## src/rtl/fifo_drain_pkg.sv

```systemverilog
// Shared types and constants for the FIFO drain controller.
package fifo_drain_pkg;

  // Sequencer states. IDLE must stay at zero so a cleared state register reads as idle.
  typedef enum logic [2:0] {
    IDLE   = 3'd0,
    SYNC   = 3'd1,
    WAIT   = 3'd2,
    LOAD   = 3'd3,
    POP_HI = 3'd4,
    POP_LO = 3'd5,
    SETTLE = 3'd6
  } state_e;

  // Frame header byte used when the instantiating level does not override it.
  localparam logic [7:0] DEFAULT_SYNC_BYTE = 8'hA5;

  // Counter widths.
  localparam int unsigned SETTLE_W = 4;
  localparam int unsigned COUNT_W  = 16;
  localparam int unsigned FRAME_W  = 16;

endpackage

```

## src/rtl/fifo_drain_ctrl_byte_tx_slot.sv

```systemverilog
// One-entry output register toward the byte-serial transmitter.
//
// Handshake: tx_valid/tx_data are registered. A byte transfers at a rising edge
// where tx_valid and tx_ready are both high; tx_valid then drops on that edge.
// tx_data never changes while tx_valid is high, because the controller only
// asserts load when the slot is empty.
module byte_tx_slot (
  input  logic       clk,
  input  logic       reset,
  input  logic       load,
  input  logic [7:0] load_data,
  input  logic       tx_ready,
  output logic [7:0] tx_data,
  output logic       tx_valid,
  output logic       valid_next
);

  logic [7:0] data_q;
  logic [7:0] data_d;
  logic       valid_q;
  logic       valid_d;

  // Load a new byte, or retire the held byte on a completed handshake.
  always_comb begin
    data_d  = data_q;
    valid_d = valid_q;
    if (load) begin
      data_d  = load_data;
      valid_d = 1'b1;
    end else if (valid_q && tx_ready) begin
      valid_d = 1'b0;
    end
  end

  // Slot register; reset discards any in-flight byte.
  always_ff @(posedge clk) begin
    if (reset) begin
      data_q  <= 8'h00;
      valid_q <= 1'b0;
    end else begin
      data_q  <= data_d;
      valid_q <= valid_d;
    end
  end

  assign tx_data    = data_q;
  assign tx_valid   = valid_q;
  // Next-cycle valid, used by the parent to register busy without a combinational output path.
  assign valid_next = valid_d;

endmodule

```

## src/rtl/fifo_drain_ctrl.sv

```systemverilog
// Drains the 8-bit sample FIFO into the byte-serial transmitter.
// Generates the FIFO's edge-sensitive read_en pulse (the FIFO advances on its
// falling edge), waits out the FIFO's output lag before sampling d_out, and
// optionally prefixes every FRAME_LEN data bytes with SYNC_BYTE.
// SETTLE_CYCLES must lie in 1..15.
module fifo_drain_ctrl
  import fifo_drain_pkg::*;
#(
  parameter int unsigned FRAME_LEN     = 0,
  parameter logic [7:0]  SYNC_BYTE     = DEFAULT_SYNC_BYTE,
  parameter int unsigned SETTLE_CYCLES = 1
) (
  input  logic                sys_clock,
  input  logic                reset,
  input  logic                enable,
  input  logic                fifo_empty,
  input  logic [7:0]          fifo_dout,
  output logic                fifo_read_en,
  output logic [7:0]          tx_data,
  output logic                tx_valid,
  input  logic                tx_ready,
  output logic                busy,
  output logic [COUNT_W-1:0]  byte_count,
  output state_e              state_dbg
);

  localparam bit                  FRAMING     = (FRAME_LEN != 0);
  localparam logic [FRAME_W-1:0]  FRAME_LAST  = FRAMING ? FRAME_W'(FRAME_LEN - 1) : '0;
  localparam logic [SETTLE_W-1:0] SETTLE_LAST = SETTLE_W'(SETTLE_CYCLES - 1);

  state_e               state_q, state_d;
  logic [FRAME_W-1:0]   frame_cnt_q, frame_cnt_d;
  logic [SETTLE_W-1:0]  settle_cnt_q, settle_cnt_d;
  logic [COUNT_W-1:0]   byte_count_q, byte_count_d;
  logic                 read_en_q, read_en_d;
  logic                 busy_q, busy_d;

  logic                 slot_load;
  logic [7:0]           slot_data;
  logic                 slot_valid_next;

  byte_tx_slot u_slot (
    .clk        (sys_clock),
    .reset      (reset),
    .load       (slot_load),
    .load_data  (slot_data),
    .tx_ready   (tx_ready),
    .tx_data    (tx_data),
    .tx_valid   (tx_valid),
    .valid_next (slot_valid_next)
  );

  // Next-state, counters and slot load requests.
  always_comb begin
    state_d      = state_q;
    frame_cnt_d  = frame_cnt_q;
    settle_cnt_d = settle_cnt_q;
    byte_count_d = byte_count_q;
    slot_load    = 1'b0;
    slot_data    = fifo_dout;

    case (state_q)
      IDLE: begin
        // enable gates only the start of a new byte; a frame in progress simply
        // waits here for more data rather than being abandoned.
        if (enable && !fifo_empty) begin
          if (FRAMING && (frame_cnt_q == '0)) begin
            // The header goes out only through an empty slot, so the previous
            // frame's last byte is never overwritten.
            if (!tx_valid) begin
              state_d   = SYNC;
              slot_load = 1'b1;
              slot_data = SYNC_BYTE;
            end
          end else begin
            state_d = WAIT;
          end
        end
      end

      SYNC: begin
        if (tx_valid && tx_ready) begin
          state_d = WAIT;
        end
      end

      WAIT: begin
        // Give the FIFO time to present the head byte on d_out.
        if (settle_cnt_q == SETTLE_LAST) begin
          settle_cnt_d = '0;
          state_d      = LOAD;
        end else begin
          settle_cnt_d = settle_cnt_q + 1'b1;
        end
      end

      LOAD: begin
        // Capture only into an empty slot; otherwise stall under TX backpressure.
        if (!tx_valid) begin
          slot_load    = 1'b1;
          byte_count_d = byte_count_q + 1'b1;
          if (FRAMING) begin
            frame_cnt_d = (frame_cnt_q == FRAME_LAST) ? '0 : frame_cnt_q + 1'b1;
          end
          state_d = POP_HI;
        end
      end

      POP_HI:  state_d = POP_LO;
      POP_LO:  state_d = SETTLE;
      SETTLE:  state_d = IDLE;
      default: state_d = IDLE;
    endcase

    // Registered outputs are derived from next-cycle values so they line up with the state.
    read_en_d = (state_d == POP_HI);
    busy_d    = (state_d != IDLE) || slot_valid_next;
  end

  // State and counter registers with synchronous reset.
  always_ff @(posedge sys_clock) begin
    if (reset) begin
      state_q      <= IDLE;
      frame_cnt_q  <= '0;
      settle_cnt_q <= '0;
      byte_count_q <= '0;
      read_en_q    <= 1'b0;
      busy_q       <= 1'b0;
    end else begin
      state_q      <= state_d;
      frame_cnt_q  <= frame_cnt_d;
      settle_cnt_q <= settle_cnt_d;
      byte_count_q <= byte_count_d;
      read_en_q    <= read_en_d;
      busy_q       <= busy_d;
    end
  end

  assign fifo_read_en = read_en_q;
  assign busy         = busy_q;
  assign byte_count   = byte_count_q;
  assign state_dbg    = state_q;

endmodule

```

## config.mk

```make
export PLATFORM = sky130hd
export DESIGN_NAME = fifo_drain_ctrl
export DESIGN_NICKNAME = d
export VERILOG_FILES = /design/src/rtl/fifo_drain_pkg.sv /design/src/rtl/fifo_drain_ctrl_byte_tx_slot.sv /design/src/rtl/fifo_drain_ctrl.sv
export SDC_FILE = /design/constraint.sdc
export NUM_CORES = 1
export LEC_CHECK = 0
export BUFFER_PORTS_ARGS = -buffer_cell sky130_fd_sc_hd__buf_2
export CORE_ASPECT_RATIO = 1.5
export CORE_MARGIN = 2
export CORE_UTILIZATION = 42
export CTS_CLUSTER_SIZE = 20
export DETAILED_ROUTE_END_ITERATION = 8
export PLACE_DENSITY = 0.67
export SYNTH_ARGS = -nofsm -noshare
export SYNTH_HDL_FRONTEND = slang
export SYNTH_SLANG_ARGS = --single-unit
```

## constraint.sdc

```tcl
create_clock -name sys_clock -period 3.9 [get_ports sys_clock]
set_input_delay 0.78 -clock sys_clock [delete_from_list [all_inputs] [get_ports sys_clock]]
set_output_delay 0.78 -clock sys_clock [all_outputs]
set_load 0.02 [all_outputs]
```

# [Word-level counts from Yosys, hierarchy flattened]
# Index checks and enable logic that the tools add are counted.
# W data, S select, Z words.
[totals] reg_bits=34 in_bits=13
[op_classes] add_sub_neg=2 n_reduce_logical=8 mux=10 bitwise_logic=1 n_eq_ne=6
[ops] cell="$pmux W3 S6" count=1
[ops] cell="$add A16 B1 Y16 const B" count=1
[ops] cell="$mux W3" count=4
[ops] cell="$eq A3 B3 Y1 const B" count=3
[ops] cell="$eq A3 B2 Y1 const B" count=2
[ops] cell="$add A4 B1 Y4 const B" count=1
[ops] cell="$logic_not A4 Y1" count=1
[ops] cell="$mux W1" count=4
[ops] cell="$mux W4" count=1
[ops] cell="$eq A3 B1 Y1 const B" count=1
[ops] cell="$logic_not A3 Y1" count=1
[ops] cell="$reduce_bool A3 Y1" count=1
[ops] cell="$logic_and A1 B1 Y1" count=2
[ops] cell="$reduce_and A2 Y1" count=1
[ops] cell="$logic_not A1 Y1" count=1
[ops] cell="$logic_or A1 B1 Y1" count=1
[ops] cell="$not A1 Y1" count=1

# [Logic depth before layout (Yosys ltp)]
# Gate-level depths: netlist of the first run.
[logic_depth] ltp_word=6 ltp_mapped=6 mapped_depth_nobuf=6

# [Modules after synthesis]
# From an unflattened synthesis of the first run, not the netlist that was laid out.
[unflattened] hier_cells=163 hier_area_um2=1508.9
[by_module_without_submodules] mod="fifo_drain_ctrl" cells_each=132 area_each_um2=1184.9 instances=1 seq_area_each_um2=500.5
[by_module_without_submodules] mod="byte_tx_slot" cells_each=31 area_each_um2=324.1 instances=1 seq_area_each_um2=180.2

# [Least setup slack after synthesis of the first run]
# OpenSTA, ideal clock, no wires.
[synth_path] kind="flip-flop to flip-flop" start="reg state_q[0], in the netlist state_dbg[0]" end="reg byte_count_q[15], in the netlist byte_count[15]" path_buffers=1 period_less_slack_ps=1915 arrival_ps=1844 path_slack_ps=1985 t_required_ps=3830 path_stages_with_launch=6 path_cell_list="dfxtp_1 -> nand4bb_2 -> buf_6 -> or4_4 -> or3_1 -> a21oi_1"
[synth_between] elab_chain_cells=2
[synth_rtl] element="start, declared" line="fifo_drain_ctrl.sv:31" source="state_e state_q, state_d;"
[synth_rtl] element="start signal, assigned" line="fifo_drain_ctrl.sv:130" source="state_q <= state_d;"
[synth_rtl] element="$eq A3 B2 Y1" line="fifo_drain_ctrl.sv:62" source="case (state_q)"
[synth_rtl] element="$reduce_and A2 Y1 (no line)"
[synth_rtl] element="end signal, assigned" line="fifo_drain_ctrl.sv:133" source="byte_count_q <= byte_count_d;"
[synth_rtl] element="end, declared" line="fifo_drain_ctrl.sv:34" source="logic [COUNT_W-1:0] byte_count_q, byte_count_d;"
# Every way passes these cells.
# A chain may end at the register's enable or synchronous reset.

# [Worst setup path in the final report of the first run]
[layout_path] start="reg state_q[2], in the netlist state_dbg[2]" end="reg byte_count_q[14], in the netlist byte_count[14]"
# Same word-level chain as after synthesis.

==> metrics, run 1 <==
outcome finished clean; leakage power 0.759 nW; global-route wire length before repair 5.04 mm; data arrival time at the worst-slack endpoint 2.55 ns; initial cell density of the core 0.433; final worst-path cycle share 0.600; P per Cell Area 427 nW/um^2; final routed DRC violation total 0; number of sinks handled by clock tree synthesis 34; cell types occupying the most area after synthesis dfxtp_1 (46%), a21oi_1 (8.5%), nand2_1 (7.2%); maximum fanout along the worst path 20; total number of yosys warnings 0; total CTS buffers 5; Max-slew headroom 0.575; number of antenna violations at the first check in global routing 0; first drt pass iteration count 4; number of diodes added for antenna fixing 0; Max Fclk 0.427 GHz; Synthesized Nets 192; synthesized instance count 176; Slew Limit Fails 0; core occupancy in the finished layout 0.534; Mapped Avg Cell Area 8.32 sq um; Die W 52.2 um; top-area cell type share of the netlist area 0.465; worst path buffer plus inverter count 0; Seq/Total Area, Yosys 0.465; top_reg_cell synth dfxtp_1; fraction of power consumed by combinational cells 0.115; FFs w/ async S/R, synth 0; I/O Buffers 42; Gates resized, CTS repair 0; maximum number of pins on one net before global-route repair 36; number of buffers between clock root and the deepest sink 2; sort of element at the start of the critical path flip-flop; worst endpoint required time 4.11 ns; final routed wirelength across all metal layers 3.06 mm; Switching Share 0.252; number of nets in the finished design 232; die height 76.3 um; Std-Cell Core Area 3380 sq um; crit path time final 2.34 ns; sequential cell area 681 sq um; nature of the critical path endpoint flip-flop; clock tree from TritonCTS built; cell row count 26; worst setup slack after layout 1.56 ns; share of layout cells above drive strength 1 0.258; category of cells accounting for the largest share of critical-path delay simple AND/OR/NAND/NOR gates; most frequent cell after synthesis dfxtp_1; library cell contributing the largest single delay on the critical path or4_1; total vias in the final route 1320; Final GP Congestion 0.741; max_cap viols 0; net switching power 195 uW; half-perimeter wire length after placement 2.18 mm; area growth from synthesis to layout 23.3%; quantity of hold-fixing buffers added after cts 0; hold_ws 0.460 ns; count of fill cells added during filler insertion 344; first-iteration detailed-routing DRC count 31; number of global-route vias before repair 1221; commonest cells in the synthesized netlist dfxtp_1 (34), nand2_1 (28), a21oi_1 (25); multi-input gate area in the final layout 722 sq um; global route total overflow 0; buffer count from post-CTS setup fixing 0; number of storage elements in the synthesis netlist 34; Worst path max stage delay 0.75 ns; residual antenna-violating net count after detailed routing 0; CTS H-tree lvls 2; cell type with the highest aggregate area in the netlist dfxtp_1; DIE AREA 3980 sq um; clock network latency to the later pin of the worst-skew pair 0.28 ns; dpl ws 1.53 ns; transition time at the pin with the least slew margin 0.636 ns; routed wirelength normalized by instance count 11.8 um; count of endpoints failing setup in the final report 0; IO Count 43; Cell Chain, Critical Path nand4bb_2 > or4_1 > or3_1 > a21oi_1; CTS root buf clkbuf_8; global-route usage over all layers 0.167; Internal Pwr Total 576 uW; clock network power share 0.393; Fin. Hold Viols 0; Worst IR Drop VDD 0.278 mV; area of the mapped netlist 1460 sq um; unrepaired setup endpoints after global routing false; clock skew after layout 0.00462 ns; path category of the worst min-delay check flip-flop to flip-flop; Reg power frac 0.492; kind of critical path flip-flop to flip-flop; CTS clock-pin slew for the worst setup and hold paths 0.07 ns; number of synthesized flops with an enable pin 0; unique cell type count in the Yosys netlist 31; average vias per placed instance 5.10; Sum Neg Setup Slack 0 ns
metrics by stage:
| step | instances | power [mW] | area (sq um) |
|---|---|---|---|
| 2_1_floorplan | 176 | 0.449 | 1460 |
| 3_5_place_dp | 251 | 0.477 | 1700 |
| 4_1_cts | 259 | 0.778 | 1810 |
| 3_3_place_gp | 251 | 0.476 | 1700 |
| 6_report | 259 | 0.771 | 1810 |
| 5_1_grt | 259 | 0.805 | 1810 |
kinds of logic after synthesis:
logic type,after synthesis,synth area share
AND/OR/NAND/NOR,75,0.256
multiplexers,2,0.0145
AO/OA/AOI/OAI,37,0.138
adder cells (fa/ha/maj),3,0.0256
XOR/XNOR,9,0.0538
flip-flops,34,0.465
buffers and inverters,16,0.0462
flip-flops by register name, summed over array words and instances (netlist names):
signal	cells
state_dbg	3
fifo_read_en	1
u_slot.tx_valid	1
settle_cnt_q	4
u_slot.tx_data	8
byte_count	16
busy	1
placed cells by master, fill, tap and decap left out, types with 2 or more instances in the layout:
cell type  netlist  routed
o21ai_0          7       7
nand3b_1         2       2
nand2b_1         4       4
inv_1            6       6
nand3_1          2       2
clkbuf_8         0       8
ha_1             3       3
nand2_1         28      28
nand4_1          4       4
or3_1            6       6
buf_2            0      42
nor3b_1          2       2
nor3_1           3       3
a21oi_1         25      25
nor2_1          17      17
xnor2_1          5       5
and3_1           2       2
dfxtp_1         34      34
xor2_1           4       4
metal layers:
metal,part of all wire,routed length [um],vias up,GRT usage
li1,-,-,678,-
met1,0.40,1230,608,0.160
met2,0.53,1620,28,0.306
met3,0.047,144,6,0.0549
met4,0.018,54,0,0.0718
met5,0,0,-,0
cell type report:
type | instances | area share
Tap cell | 42 | 0.0291
Inverter | 6 | 0.0125
Timing Repair Buffer | 43 | 0.121
Clock buffer | 8 | 0.0610
Sequential cell | 34 | 0.377
Multi-Input combinational cell | 126 | 0.400
worst paths after layout:
kind | from | end | slack [ns] | cells past startpoint
worst max-delay path | state_dbg[2]$_SDFF_PP0_ | byte_count[14]$_SDFFE_PP0P_ | 1.56 | 4
worst min-delay path | u_slot.tx_data[0]$_SDFFE_PP0P_ | u_slot.tx_data[0]$_SDFFE_PP0P_ | 0.46 | 2
worst max register to register | state_dbg[2]$_SDFF_PP0_ | byte_count[14]$_SDFFE_PP0P_ | 1.56 | 4
worst min register to register | u_slot.tx_data[0]$_SDFFE_PP0P_ | u_slot.tx_data[0]$_SDFFE_PP0P_ | 0.46 | 2
power groups by stage:
stage	Sequential, mW	Combinational, mW	Clock [mW]
6_report	0.379	0.0887	0.303
3_3_place_gp	0.386	0.0900	0
4_1_cts	0.379	0.0901	0.309
5_1_grt	0.382	0.0998	0.324
3_5_place_dp	0.387	0.0900	0
2_1_floorplan	0.396	0.0533	0
tightest hold or removal path, stage by stage (launching register included):
cell     delay [ns]
dfxtp_1        0.31
nand2_1        0.05
a21oi_1        0.05
(Power assumes the default switching activity.)
==> run 2, diff against run 1 <==
==> constraint.sdc (replaced) <==
create_clock -name sys_clock -period 2.4 [get_ports sys_clock]
set_input_delay 0.48 -clock sys_clock [delete_from_list [all_inputs] [get_ports sys_clock]]
set_output_delay 0.48 -clock sys_clock [all_outputs]
set_load 0.02 [all_outputs]
==> metrics, run 2 (synthesis results as in run 1) <==
outcome finished clean; P per Cell Area 655 nW/um^2 (+53%); fraction of power consumed by combinational cells 0.140 (+0.025); Hold Crit Depth 3 (+1); buffer count from post-CTS setup fixing 0 (unchanged); I/O Buffers 42 (unchanged); sort of element at the start of the critical path flip-flop; Worst path max stage delay 0.60 ns (-0.15 ns); R2R cell count 4 (unchanged); initial cell density of the core 0.433 (unchanged); clock skew after layout 0.00408 ns (-0.000541 ns); library cell contributing the largest single delay on the critical path or4_1; routed wirelength normalized by instance count 12.1 um (+2.4%); Internal Pwr Total 877 uW (+52%); net switching power 307 uW (+58%); transition time at the pin with the least slew margin 0.612 ns (-0.0238 ns); DP Cell Count 255 (+1.6%); die height 76.3 um (unchanged); leakage power 0.763 nW (+0.53%); final routed DRC violation total 0 (unchanged); Std-Cell Core Area 3380 sq um (unchanged); number of non-filler instances in the completed layout 261 (+0.77%); Max-slew headroom 0.591 (+0.0159); global route total overflow 0 (unchanged); maximum fanout along the worst path 12 (-40%); IO Count 43 (unchanged); worst endpoint required time 2.61 ns (-1.50 ns); total vias in the final route 1316 (-0.30%); category of cells accounting for the largest share of critical-path delay simple AND/OR/NAND/NOR gates; Die W 52.2 um (unchanged); residual antenna-violating net count after detailed routing 0 (unchanged); kind of critical path flip-flop to flip-flop; Fin. Hold Viols 0 (unchanged); number of global-route vias before repair 1250 (+2.4%); DIE AREA 3980 sq um (unchanged); Switching Share 0.259 (+0.00656); data arrival time at the worst-slack endpoint 2.13 ns (-0.42 ns); source of the worst hold timing path fifo_dout[6]; area growth from synthesis to layout 23.5%; global-route usage over all layers 0.173 (+0.00692); Reg2Reg Launch Point state_dbg[2]$_SDFF_PP0_; Largest register FFs 16 (unchanged); number of sinks handled by clock tree synthesis 34 (unchanged); unrepaired setup endpoints after global routing false; origin of the worst setup path state_dbg[2]$_SDFF_PP0_; quantity of hold-fixing buffers added after cts 0 (unchanged); Cell Chain, Critical Path nand4bb_2 > or4_1 > or3_1 > a21oi_1; logic depth of the worst setup path including buffers 4 (unchanged); number of nets in the finished design 236 (+1.7%); first-iteration detailed-routing DRC count 23 (-26%); average vias per placed instance 5.04 (-1.1%); final worst-path cycle share 0.796 (+0.196); path category of the worst min-delay check input port to flip-flop; number of buffers between clock root and the deepest sink 2 (unchanged); commonest cells after routing, fill and taps aside buf_2 (42), dfxtp_1 (34), nand2_1 (28); crit path time final 1.91 ns (-0.430 ns); clock network latency to the later pin of the worst-skew pair 0.28 ns (about the same); Slew Limit Fails 0 (unchanged); worst path buffer plus inverter count 0 (unchanged); Sum Neg Setup Slack 0 ns (unchanged); clock network power share 0.345 (-0.048); Reg power frac 0.514 (+0.022); number of diodes added for antenna fixing 0 (unchanged); Gates resized, CTS repair 0 (unchanged); cell row count 26 (unchanged); nature of the critical path endpoint flip-flop; first drt pass iteration count 4 (unchanged); Worst IR Drop VDD 0.438 mV (+58%); Final GP Congestion 0.727 (-1.9%); share of layout cells above drive strength 1 0.265 (+0.00678); most frequent standard cell in the layout excluding fill and tap cells buf_2; half-perimeter wire length after placement 2.28 mm (+4.5%); count of endpoints failing setup in the final report 0 (unchanged); number of antenna violations at the first check in global routing 0 (unchanged); CTS root buf clkbuf_8; clock tree from TritonCTS built; CTS H-tree lvls 2 (unchanged); total CTS buffers 5 (unchanged); dpl ws 0.496 ns (-1.04 ns); CTS clock-pin slew for the worst setup and hold paths 0.06 ns (about the same); worst setup slack after layout 0.489 ns (-1.07 ns); count of fill cells added during filler insertion 341 (-0.87%); global-route wire length before repair 5.28 mm (+4.7%); final routed wirelength across all metal layers 3.15 mm (+3.1%); Max Fclk 0.523 GHz (+22%); max_cap viols 0 (unchanged); maximum number of pins on one net before global-route repair 21 (-42%)
## run 2: area by class of cell
type / count / area (sq um) / share of cell area
clock buffer: 6 / 82.6 / 0.0457
tap: 42 / 52.6 / 0.0291
multi-input combinational: 126 / 722 / 0.399
timing repair buffer: 47 / 248 / 0.137
sequential: 34 / 681 / 0.376
inverter: 6 / 22.5 / 0.0125
## run 2: metal layers
metal	wire length (um)	global-route usage	vias up
met5	0	0	-
met3	156	0.0471	6
met2	1620	0.291	31
met1	1320	0.199	599
li1	-	-	680
met4	63	0.0769	0
## run 2: through the flow
| step | util | hold WS (ns) | instance area (sq um) | power, mW |
|---|---|---|---|---|
| finish | 0.534 | 0.433 | 1810 | 1.18 |
| global route | 0.534 | 0.432 | 1810 | 1.24 |
| CTS | 0.534 | 0.425 | 1810 | 1.20 |
| detailed placement | 0.510 | 0.443 | 1730 | 0.788 |
| global placement | 0.510 | 0.440 | 1730 | 0.787 |
| floorplan | - | 0.512 | 1460 | 0.729 |
## run 2: worst register-to-register path, cell delays in order (launching register included)
cell and delay, ns:
dfxtp_1 0.41, nand4bb_2 0.31, or4_1 0.61, or3_1 0.38, a21oi_1 0.14
## run 2: worst paths after layout
check	to	slack, ns
worst max-delay path	byte_count[12]$_SDFFE_PP0P_	0.49
worst max register to register	byte_count[12]$_SDFFE_PP0P_	0.49
worst min register to register	u_slot.tx_data[6]$_SDFFE_PP0P_	0.45
worst min-delay path	u_slot.tx_data[6]$_SDFFE_PP0P_	0.43
## run 2: power by group through the flow
stage                     Clock, mW  Sequential [mW]  Combinational, mW
after floorplan                   0            0.643             0.0866
after global placement            0            0.619              0.167
after detailed placement          0            0.621              0.167
after CTS                     0.425            0.609              0.168
after global routing          0.447            0.612              0.184
final                         0.409            0.609              0.166
==> run 3, diff against run 2 <==
==> constraint.sdc (replaced) <==
create_clock -name sys_clock -period 1.8 [get_ports sys_clock]
set_input_delay 0.36 -clock sys_clock [delete_from_list [all_inputs] [get_ports sys_clock]]
set_output_delay 0.36 -clock sys_clock [all_outputs]
set_load 0.02 [all_outputs]
==> metrics, run 3 (synthesis results as in run 1) <==
outcome finished clean; number of non-filler instances in the completed layout 273 (+4.6%); leakage power 0.826 nW (+8.3%); maximum fanout along the worst path 7 (-5); worst endpoint required time 2.01 ns (-0.60 ns); global-route wire length before repair 5.66 mm (+7.2%); most frequent standard cell in the layout excluding fill and tap cells buf_2; Cell Chain, Critical Path nand4_1 > or4_4 > or3_1 > a21oi_1; maximum number of pins on one net before global-route repair 20 (-4.8%); Final GP Congestion 0.783 (+7.7%); cell row count 26 (unchanged); CTS clock-pin slew for the worst setup and hold paths 0.07 ns (about the same); sort of element at the start of the critical path flip-flop; number of global-route vias before repair 1295 (+3.6%); P per Cell Area 850 nW/um^2 (+30%); share of layout cells above drive strength 1 0.342 (+0.0772); Max Fclk 0.583 GHz (+11%); global-route usage over all layers 0.186 (+0.0122); total vias in the final route 1367 (+3.9%); first-iteration detailed-routing DRC count 18 (-22%); number of buffers between clock root and the deepest sink 2 (unchanged); area growth from synthesis to layout 31.2%; total CTS buffers 5 (unchanged); global route total overflow 0 (unchanged); transition time at the pin with the least slew margin 0.334 ns (-0.278 ns); data arrival time at the worst-slack endpoint 1.92 ns (-0.21 ns); kind of critical path flip-flop to flip-flop; max_cap viols 0 (unchanged); clock skew after layout 0.00798 ns (+0.00390 ns); routed wirelength normalized by instance count 11.9 um (-1.6%); final routed wirelength across all metal layers 3.24 mm (+3.0%); half-perimeter wire length after placement 2.39 mm (+4.7%); Sum Neg Setup Slack 0 ns (unchanged); commonest cells after routing, fill and taps aside buf_2 (42), nand2_1 (28), a21oi_1 (25), dfxtp_1 (25), nor2_1 (17); Max-slew headroom 0.775 (+0.184); unrepaired setup endpoints after global routing false; Std-Cell Core Area 3380 sq um (unchanged); final worst-path cycle share 0.952 (+0.156); initial cell density of the core 0.433 (unchanged); Slew Limit Fails 0 (unchanged); CTS root buf clkbuf_8; clock network latency to the later pin of the worst-skew pair 0.29 ns (about the same); CTS H-tree lvls 2 (unchanged); nature of the critical path endpoint flip-flop; path category of the worst min-delay check input port to flip-flop; IO Count 43 (unchanged); final routed DRC violation total 0 (unchanged); DP Cell Count 265 (+3.9%); residual antenna-violating net count after detailed routing 0 (unchanged); Worst IR Drop VDD 0.810 mV (+85%); library cell contributing the largest single delay on the critical path or4_4; buffer count from post-CTS setup fixing 0 (unchanged); count of endpoints failing setup in the final report 0 (unchanged); Die W 52.2 um (unchanged); I/O Buffers 42 (unchanged); number of diodes added for antenna fixing 0 (unchanged); number of antenna violations at the first check in global routing 0 (unchanged); die height 76.3 um (unchanged); quantity of hold-fixing buffers added after cts 0 (unchanged); number of sinks handled by clock tree synthesis 34 (unchanged); Worst path max stage delay 0.59 ns (about the same); number of nets in the finished design 246 (+4.2%); overall power 1.63 mW (+38%); DIE AREA 3980 sq um (unchanged); crit path time final 1.71 ns (-0.196 ns); Gates resized, CTS repair 0 (unchanged); average vias per placed instance 5.01 (-0.69%); Largest register FFs 16 (unchanged); first drt pass iteration count 4 (unchanged); clock tree from TritonCTS built; Fin. Hold Viols 0 (unchanged)
-- run 3: cell types whose count changed in the layout (fill, tap and decap cells not counted), sizes merged --
cell    change
buf        +10
clkbuf      +1
clkinv      +1
-- run 3: area by class of cell --
cell class / instances / area [sq um]
well taps: 42 / 52.6
fillers: 342 / 1460
multi-input cells: 126 / 737
repair buffers: 57 / 323
clock inverters: 1 / 5.00
clock buffers: 7 / 86.3
inverters: 6 / 22.5
flip-flops and latches: 34 / 694
-- run 3: path summary, 6_finish.rpt --
kind	startpoint	endpoint	slack [ns]	depth (start not counted)
min	fifo_dout[2]	u_slot.tx_data[2]$_SDFFE_PP0P_	0.31	3
max reg2reg	byte_count[5]$_SDFFE_PP0P_	byte_count[14]$_SDFFE_PP0P_	0.09	4
min reg2reg	u_slot.tx_data[2]$_SDFFE_PP0P_	u_slot.tx_data[2]$_SDFFE_PP0P_	0.45	2
max	byte_count[5]$_SDFFE_PP0P_	byte_count[14]$_SDFFE_PP0P_	0.09	4
-- run 3: metrics by stage --
| stage | worst slack, ns | hold WS [ns] | util | instance area, sq um |
|---|---|---|---|---|
| floorplan | 0.00486 | 0.496 | - | 1490 |
| global placement | 0.0924 | 0.440 | 0.540 | 1830 |
| detailed placement | 0.0327 | 0.446 | 0.540 | 1830 |
| CTS | 0.0229 | 0.306 | 0.567 | 1920 |
| global route | 0.00104 | 0.312 | 0.568 | 1920 |
| finish | 0.0855 | 0.313 | 0.568 | 1920 |
-- run 3: metal layers --
| metal | wire (um) | global-route usage | vias up |
|---|---|---|---|
| met2 | 1680 | 0.311 | 33 |
| met3 | 145 | 0.0510 | 8 |
| li1 | - | - | 702 |
| met1 | 1360 | 0.212 | 624 |
| met4 | 67 | 0.0846 | 0 |
| met5 | 0 | 0 | - |
-- run 3: worst max-delay path, delay by kind of cell, from the launching register on --
| family | cells | cell delay (ns) |
|---|---|---|
| compound gates | 1 | 0.17 |
| simple gates | 3 | 1.11 |
| flops | 1 | 0.35 |
-- run 3: power breakdown --
group | switching, mW | internal, mW
registers | 0.0193 | 0.783
clock network | 0.263 | 0.308
logic | 0.146 | 0.113
